[config.mk]
export PLATFORM = sky130hd
export DESIGN_NAME = fifo_dwc_ff
export DESIGN_NICKNAME = d
export VERILOG_FILES = /design/src/rtl/fifo_dwc_ff.sv
export SDC_FILE = /design/constraint.sdc
export NUM_CORES = 1
export LEC_CHECK = 0
export ABC_AREA = 1
export CAP_MARGIN = 10
export CORE_ASPECT_RATIO = 2
export CORE_UTILIZATION = 55
export DETAILED_ROUTE_END_ITERATION = 8
export PLACE_DENSITY_LB_ADDON = 0.25
export SLEW_MARGIN = 20
export SYNTH_ARGS = -nofsm -noshare
export SYNTH_HDL_FRONTEND = slang
export SYNTH_SLANG_ARGS = --single-unit
[constraint.sdc]
create_clock -name i_clk -period 8.4 [get_ports i_clk]
set_input_delay 0.84 -clock i_clk [delete_from_list [all_inputs] [get_ports i_clk]]
set_output_delay 0.84 -clock i_clk [all_outputs]
set_load 0.1 [all_outputs]
[src/rtl/fifo_dwc_ff.sv]
// Downsizing FIFO: stores IN_W-bit words and presents them OUT_W bits at a time, element 0
// first, with first-word-fall-through output and per-word element counts.
module fifo_dwc_ff #(
    parameter int DEPTH     = 8,
    parameter int IN_W      = 128,
    parameter int OUT_W     = 16,
    parameter int AF_THRESH = DEPTH - 1,
    localparam int NE       = IN_W / OUT_W,
    localparam int NE_W     = $clog2(NE + 1),
    localparam int LVL_W    = $clog2(DEPTH + 1)
) (
    input  logic             i_clk,
    input  logic             i_rstn,
    input  logic [IN_W-1:0]  i_din,
    input  logic [NE_W-1:0]  i_nelem,
    input  logic             i_push,
    input  logic             i_pop,
    input  logic             i_clearfifo,
    output logic             o_full,
    output logic             o_almost_full,
    output logic             o_empty,
    output logic [LVL_W-1:0] o_level,
    output logic             o_last,
    output logic [OUT_W-1:0] o_dout
);

    localparam int PTR_W = $clog2(DEPTH);

    logic [IN_W-1:0]  mem_data  [DEPTH];
    logic [NE_W-1:0]  mem_nelem [DEPTH];

    logic [PTR_W-1:0] wr_ptr;
    logic [PTR_W-1:0] rd_ptr;
    logic [LVL_W-1:0] count;
    logic [NE_W-1:0]  rd_off;

    logic             empty;
    logic             full;
    logic             push_ok;
    logic             pop_ok;
    logic             at_last;
    logic             retire;
    logic [NE_W-1:0]  nelem_c;
    logic [NE_W-1:0]  head_nelem;
    logic [OUT_W-1:0] head_elem;

    function automatic logic [PTR_W-1:0] ptr_inc(input logic [PTR_W-1:0] p);
        return (p == PTR_W'(DEPTH - 1)) ? '0 : p + PTR_W'(1);
    endfunction

    assign empty   = (count == '0);
    assign full    = (count == LVL_W'(DEPTH));
    // Clear wins over push, so a clearing cycle never writes memory either.
    assign push_ok = i_push && !full && !i_clearfifo;
    assign pop_ok  = i_pop && !empty;

    // Zero or out-of-range element counts mean a full word.
    assign nelem_c = ((i_nelem == '0) || (i_nelem > NE_W'(NE))) ? NE_W'(NE) : i_nelem;

    assign head_nelem = mem_nelem[rd_ptr];
    assign at_last    = (rd_off == (head_nelem - NE_W'(1)));
    assign retire     = pop_ok && at_last;

    always_comb begin
        head_elem = '0;
        for (int i = 0; i < NE; i++) begin
            if (rd_off == NE_W'(i)) begin
                head_elem = mem_data[rd_ptr][i*OUT_W +: OUT_W];
            end
        end
    end

    always_ff @(posedge i_clk) begin
        if (push_ok) begin
            mem_data[wr_ptr]  <= i_din;
            mem_nelem[wr_ptr] <= nelem_c;
        end
    end

    always_ff @(posedge i_clk or negedge i_rstn) begin
        if (!i_rstn) begin
            wr_ptr <= '0;
            rd_ptr <= '0;
            count  <= '0;
            rd_off <= '0;
        end else if (i_clearfifo) begin
            wr_ptr <= '0;
            rd_ptr <= '0;
            count  <= '0;
            rd_off <= '0;
        end else begin
            if (push_ok) begin
                wr_ptr <= ptr_inc(wr_ptr);
            end
            if (pop_ok) begin
                if (retire) begin
                    rd_off <= '0;
                    rd_ptr <= ptr_inc(rd_ptr);
                end else begin
                    rd_off <= rd_off + NE_W'(1);
                end
            end
            if (push_ok && !retire) begin
                count <= count + LVL_W'(1);
            end else if (!push_ok && retire) begin
                count <= count - LVL_W'(1);
            end
        end
    end

    assign o_empty       = empty;
    assign o_full        = full;
    assign o_level       = count;
    assign o_almost_full = (int'(count) >= AF_THRESH);
    assign o_last        = !empty && at_last;
    assign o_dout        = empty ? '0 : head_elem;

endmodule

==> impl_metrics.toml, run 1 <==
[run_status]
status = "complete, no violations"

[routing]
antenna_left = 0
vias = 28258
dr.pass1.iters = 5
drc = 0
vias_per_cell = 5.94
wl_mm = 111
routedWlPerCell_um = 23.4
drt_iter0_drc = 2416

[pwr]
p_switching_w = 0.00476
pwr-share-comb_pct = 26.8
p_per_area_mw_per_mm2 = 287
p_clk_share_pct = 29.2
leakagePower_nw = 17.0
seqPwrFrac_pct = 43.9
peakVddDrop_mv = 0.198
power_w = 0.0140
switching_share_pct = 34.0
internal_power_w = 0.00925

[finish]
finalNetCount = 3797
final_area_mm2 = 0.0488
areaGrowthSynthToFinish_pct = 11.5
utilization_pct = 61.8
layout.cells.non_filler = 4754
drive_gt1_share_pct = 5.52

[critical_path]
start_kind = "flop"
worstPathArrival_ns = 5.61
cp_slowest_cell = "clkdlybuf4s50_1"
crit_chain = "buf_12 > buf_4 > nand2_1 > nand2_1 > a21oi_1 > o311ai_0 > a21oi_1 > nor2_1 > clkdlybuf4s50_1"
crit_required_ns = 7.56
worstPathMaxFanout = 123
crit_path_max_incr_delay_ns = 1.16
crit_path_end_kind = "primary output"
crit_type = "flop to primary output"

[yosys]
ys_ff_latch = 1070
ys_seq_area_share_pct = 73.2
synth-async-reset-ratio_pct = 1.31
synth_edf_count = 1056
synth.top_cell.area_share_pct = 72.4
synth_top_area_cell = "edfxtp_1"
yosysMostFrequentCell = "edfxtp_1"
synthCells = 3572
synth_warnings = 0
synth.cells.most_frequent = "edfxtp_1 (1,056), nand2_1 (888), nor2_1 (312)"
syn_nets = 3721
synthDistinctLibCells = 39
avgSynthCellArea_um2 = 12.3
ys.flop_type = "edfxtp_1"
mappedNetlistArea_mm2 = 0.0438
ys_top_cells_by_area = "edfxtp_1 (72%), nand2_1 (7.6%), nand3_1 (3.4%)"

[floorplan]
boundaryPins = 161
die-area_mm2 = 0.0808
start_util_pct = 55.5
fp-row-count = 146
die_w_um = 201
coreArea_mm2 = 0.0789
die_h_um = 401

[clock_tree]
clock-root-buffer = "clkbuf_16"
cts_buffer_depth = 3
post_cts_resized = 0
hold_buffers = 0
clk_latency_ns = 0.68
h-tree-depth = 3
post_cts.repair.setup_buffers = 0
clkTransAtPathRegs_ns = 0.06
cts_tree = "built"
cts.sinks = 1070
numCtsBuffers = 89

[timing]
period_share_pct = 76.8
final-hold-violation-count = 0
rsz0062_at_grt = "false"
slew_viol_final = 0
maxSlewHeadroom_pct = 21.7
fin_crit_ns = 6.45
fmax_mhz = 155
finalClockSkew_ns = 0.0151
worst_pin_slew_ns = 1.16
report.final.setup_viol = 0
timing.hold.ws_ns = 0.596

[placement]
hpwl_mm = 61.6
place_area_mm2 = 0.0460
io_buffers = 160
dp_cells = 4593
gp_congestion = 0.785

[global_route]
grt_max_degree = 265
grt_pass1_vias = 28403
antenna_found_initial = 17
grt-ovfl-total = 0
gr-usage-all-layers_pct = 27.9
grt_pass1_wl_mm = 169

[worst_hold_path]
hp-class = "flop to flop"

[flow_run]
maxCapViolCount = 0
## cells in the final DEF, fill, tap and decap left out, types with 36 or more instances in the layout
| cell type | netlist | final |
|---|---|---|
| a22oi_1 | 64 | 64 |
| o211ai_1 | 42 | 42 |
| clkbuf_16 | 0 | 94 |
| nor2_1 | 312 | 302 |
| clkdlybuf4s50_1 | 0 | 160 |
| nand2_1 | 888 | 888 |
| buf_4 | 48 | 36 |
| o21ai_0 | 184 | 184 |
| edfxtp_1 | 1056 | 1056 |
| a21oi_1 | 242 | 242 |
| inv_1 | 120 | 120 |
| nand3_1 | 298 | 298 |
## state kept, by name, summed over array words and instances (netlist names)
register,count
wr_ptr,3
o_level,4
rd_ptr,3
mem_data,1024
mem_nelem,32
rd_off,4
## final timing paths
path / start / endpoint / slack, ns / cells past startpoint
worst max-delay path: rd_ptr[0] / o_dout[6] / 1.95 / 9
worst min-delay path: wr_ptr[0] / wr_ptr[0] / 0.60 / 2
worst max register to register: rd_ptr[1] / o_level[3] / 3.97 / 21
worst min register to register: wr_ptr[0] / wr_ptr[0] / 0.60 / 2
max in group asynchronous: i_rstn / rd_ptr[1] / 7.25 / 1
min in group asynchronous: i_rstn / wr_ptr[2] / 0.61 / 1
## final cells by class
cell class	instances	area [um^2]
timing repair buffer	207	2090
sequential	1070	32100
clock buffer	112	2420
multi-input combinational	2153	10000
fill	6083	30100
clock inverter	46	412
inverter	127	503
antenna	3	7.51
tap	1036	1300
## metrics by stage
step | setup WS (ns) | setup TNS (ns)
finish | 1.95 | 0
global route | 1.76 | 0
detailed placement | 2.74 | 0
floorplan | -0.330 | -338.99
global placement | 2.66 | 0
CTS | 1.98 | 0
## per-layer routing
layer | wire length [um] | global-route usage (%) | up-vias
met1 | 40100 | 32.2 | 14034
li1 | - | - | 12849
met5 | 126 | 0 | -
met2 | 58000 | 49.2 | 1096
met4 | 5790 | 15.7 | 18
met3 | 7250 | 4.47 | 261
## power by group through the flow
| stage | Clock [W] | Combinational (W) | Sequential, W |
|---|---|---|---|
| global placement | 0 | 0.00369 | 0.00627 |
| floorplan | 0 | 0.00257 | 0.00628 |
| detailed placement | 0 | 0.00374 | 0.00627 |
| finish | 0.00410 | 0.00376 | 0.00616 |
| global route | 0.00435 | 0.00405 | 0.00617 |
| CTS | 0.00415 | 0.00376 | 0.00616 |
## logic make-up (layout without fill, tap and decap cells)
kind of cell	count (synthesis)	count (layout)	synth area share, %
simple gates	1516	1516	14.0
flops	1070	1070	73.2
compound gates	619	619	8.19
buf+inv	349	492	4.07
fa+ha+maj	12	12	0.360
xor+xnor	6	6	0.120
other cells	0	3	0
## critical path, delay by kind of cell, from the launching register on
| family | cells | cell delay [ns] |
|---|---|---|
| simple gates | 3 | 0.36 |
| compound gates | 3 | 1.13 |
| flops | 1 | 0.89 |
| buf+inv | 3 | 2.41 |
Power figures use the tool's default switching activity.
==> inputs of run 2 (changes only) <==
- clock period: 8.4 -> 5.4 ns (I/O delays scaled with it)
==> impl_metrics.toml, run 2 (synthesis gave the netlist of run 1 again) <==
[floorplan]
start_util_pct = 55.5
die_h_um = 401
boundaryPins = 161
coreArea_mm2 = 0.0789
die-area_mm2 = 0.0808
die_w_um = 201
fp-row-count = 146

[routing]
vias_per_cell = 5.87
routedWlPerCell_um = 23.2
drt_iter0_drc = 2469
wl_mm = 111
vias = 28061
drc = 0
dr.pass1.iters = 5
antenna_left = 0

[placement]
gp_congestion = 0.818
io_buffers = 160
hpwl_mm = 63.2
place_area_mm2 = 0.0466

[worst_hold_path]
hp-class = "input pin to asynchronous set/reset pin"

[global_route]
grt_pass1_wl_mm = 167
grt_pass1_vias = 27976
grt-ovfl-total = 0
gr-usage-all-layers_pct = 27.8
grt_max_degree = 183
antenna_found_initial = 20

[critical_path]
worstPathMaxFanout = 182
crit_buf_inv = 3
crit_type = "flop to primary output"
path_common_cell = "nand2_1"
worstRegToRegCells = 20
crit_required_ns = 4.86
crit_path_max_incr_delay_ns = 0.72
crit_path_end_kind = "primary output"
cp_slowest_cell = "dfrtp_4"
worstPathArrival_ns = 4.19
r2r_end = "o_level[3]"
start_kind = "flop"
r2r_setup_slack_ns = 1.49
crit_chain = "inv_16 > buf_12 > nand2_1 > nand3_1 > nand2_1 > a21oi_1 > o21ai_1 > nand3_1 > nand2_1 > nand2_1 > nand2_1 > nand2_1 > a21oi_1 > nor2_1 > buf_12"
reg2reg_from = "rd_ptr[1]"
crit_family = "buffers and inverters"

[pwr]
power_w = 0.0221
p_per_area_mw_per_mm2 = 447
peakVddDrop_mv = 0.264
leakagePower_nw = 17.3

[timing]
maxSlewHeadroom_pct = 27.2
finalClockSkew_ns = 0.0262
rsz0062_at_grt = "false"
timing.hold.ws_ns = 0.286
report.final.setup_viol = 0
worst_pin_slew_ns = 1.09
period_share_pct = 87.6
fin_crit_ns = 4.73
slew_viol_final = 0
final-hold-violation-count = 0
fmax_mhz = 211

[run_status]
status = "complete, no violations"

[finish]
final_common_cell = "edfxtp_1"
regMostFlops = "mem_data"
areaGrowthSynthToFinish_pct = 13.0
drive_gt1_share_pct = 6.64
final_cell_mix = "edfxtp_1 (1,056), nand2_1 (888), nor2_1 (303)"
largest_reg_flops = 1024
finalNetCount = 3821
fill_cells = 5978
reg_top3 = "mem_data x1024, mem_nelem x32"
final_area_mm2 = 0.0495
utilization_pct = 62.7

[clock_tree]
clkTransAtPathRegs_ns = 0.07
hold_buffers = 0
cts_tree = "built"
cts.sinks = 1070
numCtsBuffers = 88
clock-root-buffer = "clkbuf_16"
h-tree-depth = 3
cts_buffer_depth = 3
clk_latency_ns = 0.68
post_cts.repair.setup_buffers = 0
post_cts_resized = 0

[flow_run]
maxCapViolCount = 0
[run 2: cell types whose count changed in the layout (fill, tap and decap cells not counted), moves of 2 or more]
| cell | previous run | this run |
|---|---|---|
| buf_12 | 11 | 48 |
| clkdlybuf4s50_1 | 160 | 143 |
| diode_2 | 3 | 11 |
| clkinv_2 | 17 | 10 |
| clkinv_4 | 0 | 5 |
| buf_4 | 36 | 40 |
| clkbuf_1 | 18 | 14 |
| clkinvlp_4 | 1 | 5 |
| bufinv_16 | 7 | 9 |
| clkbuf_16 | 94 | 92 |
| clkbuf_8 | 0 | 2 |
| clkinv_1 | 18 | 16 |
[run 2: worst max-delay path by stage]
stage	from	endpoint	slack, ns	depth (start not counted)
global placement	rd_ptr[0]	o_dout[9]	1.44	7
finish	rd_ptr[0]	o_dout[15]	0.67	15
detailed placement	rd_ptr[0]	o_dout[9]	1.33	7
CTS	rd_ptr[0]	o_dout[15]	0.73	15
global route	rd_ptr[0]	o_dout[15]	0.47	13
floorplan	o_level[2]	mem_data[0][0]	-1.16	6
[run 2: layout make-up]
type | instances | area (um^2) | share of cell area [%]
Sequential cell | 1070 | 32100 | 64.8
Timing Repair Buffer | 232 | 2720 | 5.50
Clock buffer | 108 | 2380 | 4.81
Clock inverter | 46 | 483 | 0.976
Antenna cell | 11 | 27.5 | 0.0556
Tap cell | 1036 | 1300 | 2.62
Multi-Input combinational cell | 2153 | 10000 | 20.2
Inverter | 127 | 503 | 1.02
[run 2: power breakdown]
part	switching [W]	total, W	internal [W]
clock	0.00286	0.00643	0.00357
combinational	0.00440	0.00616	0.00176
sequential	0.000161	0.00956	0.00939
total	0.00742	0.0221	0.0147
[run 2: metal layers]
layer / part of all wire [%] / routed length (um) / track usage (%) / vias to the layer above
met3: 6.2 / 6880 / 4.69 / 251
met4: 5.4 / 6040 / 16.1 / 18
met2: 52 / 57500 / 48.6 / 1026
met5: 0.10 / 114 / 0 / -
li1: - / - / - / 12908
met1: 37 / 40600 / 32.1 / 13858
[run 2: through the flow]
step                setup TNS [ns]  setup slack (ns)  std cells
floorplan                 -1213.21             -1.16       3572
global placement                 0              1.44       4617
detailed placement               0              1.33       4618
CTS                              0             0.734       4772
global route                     0             0.475       4780
finish                           0             0.669       4783
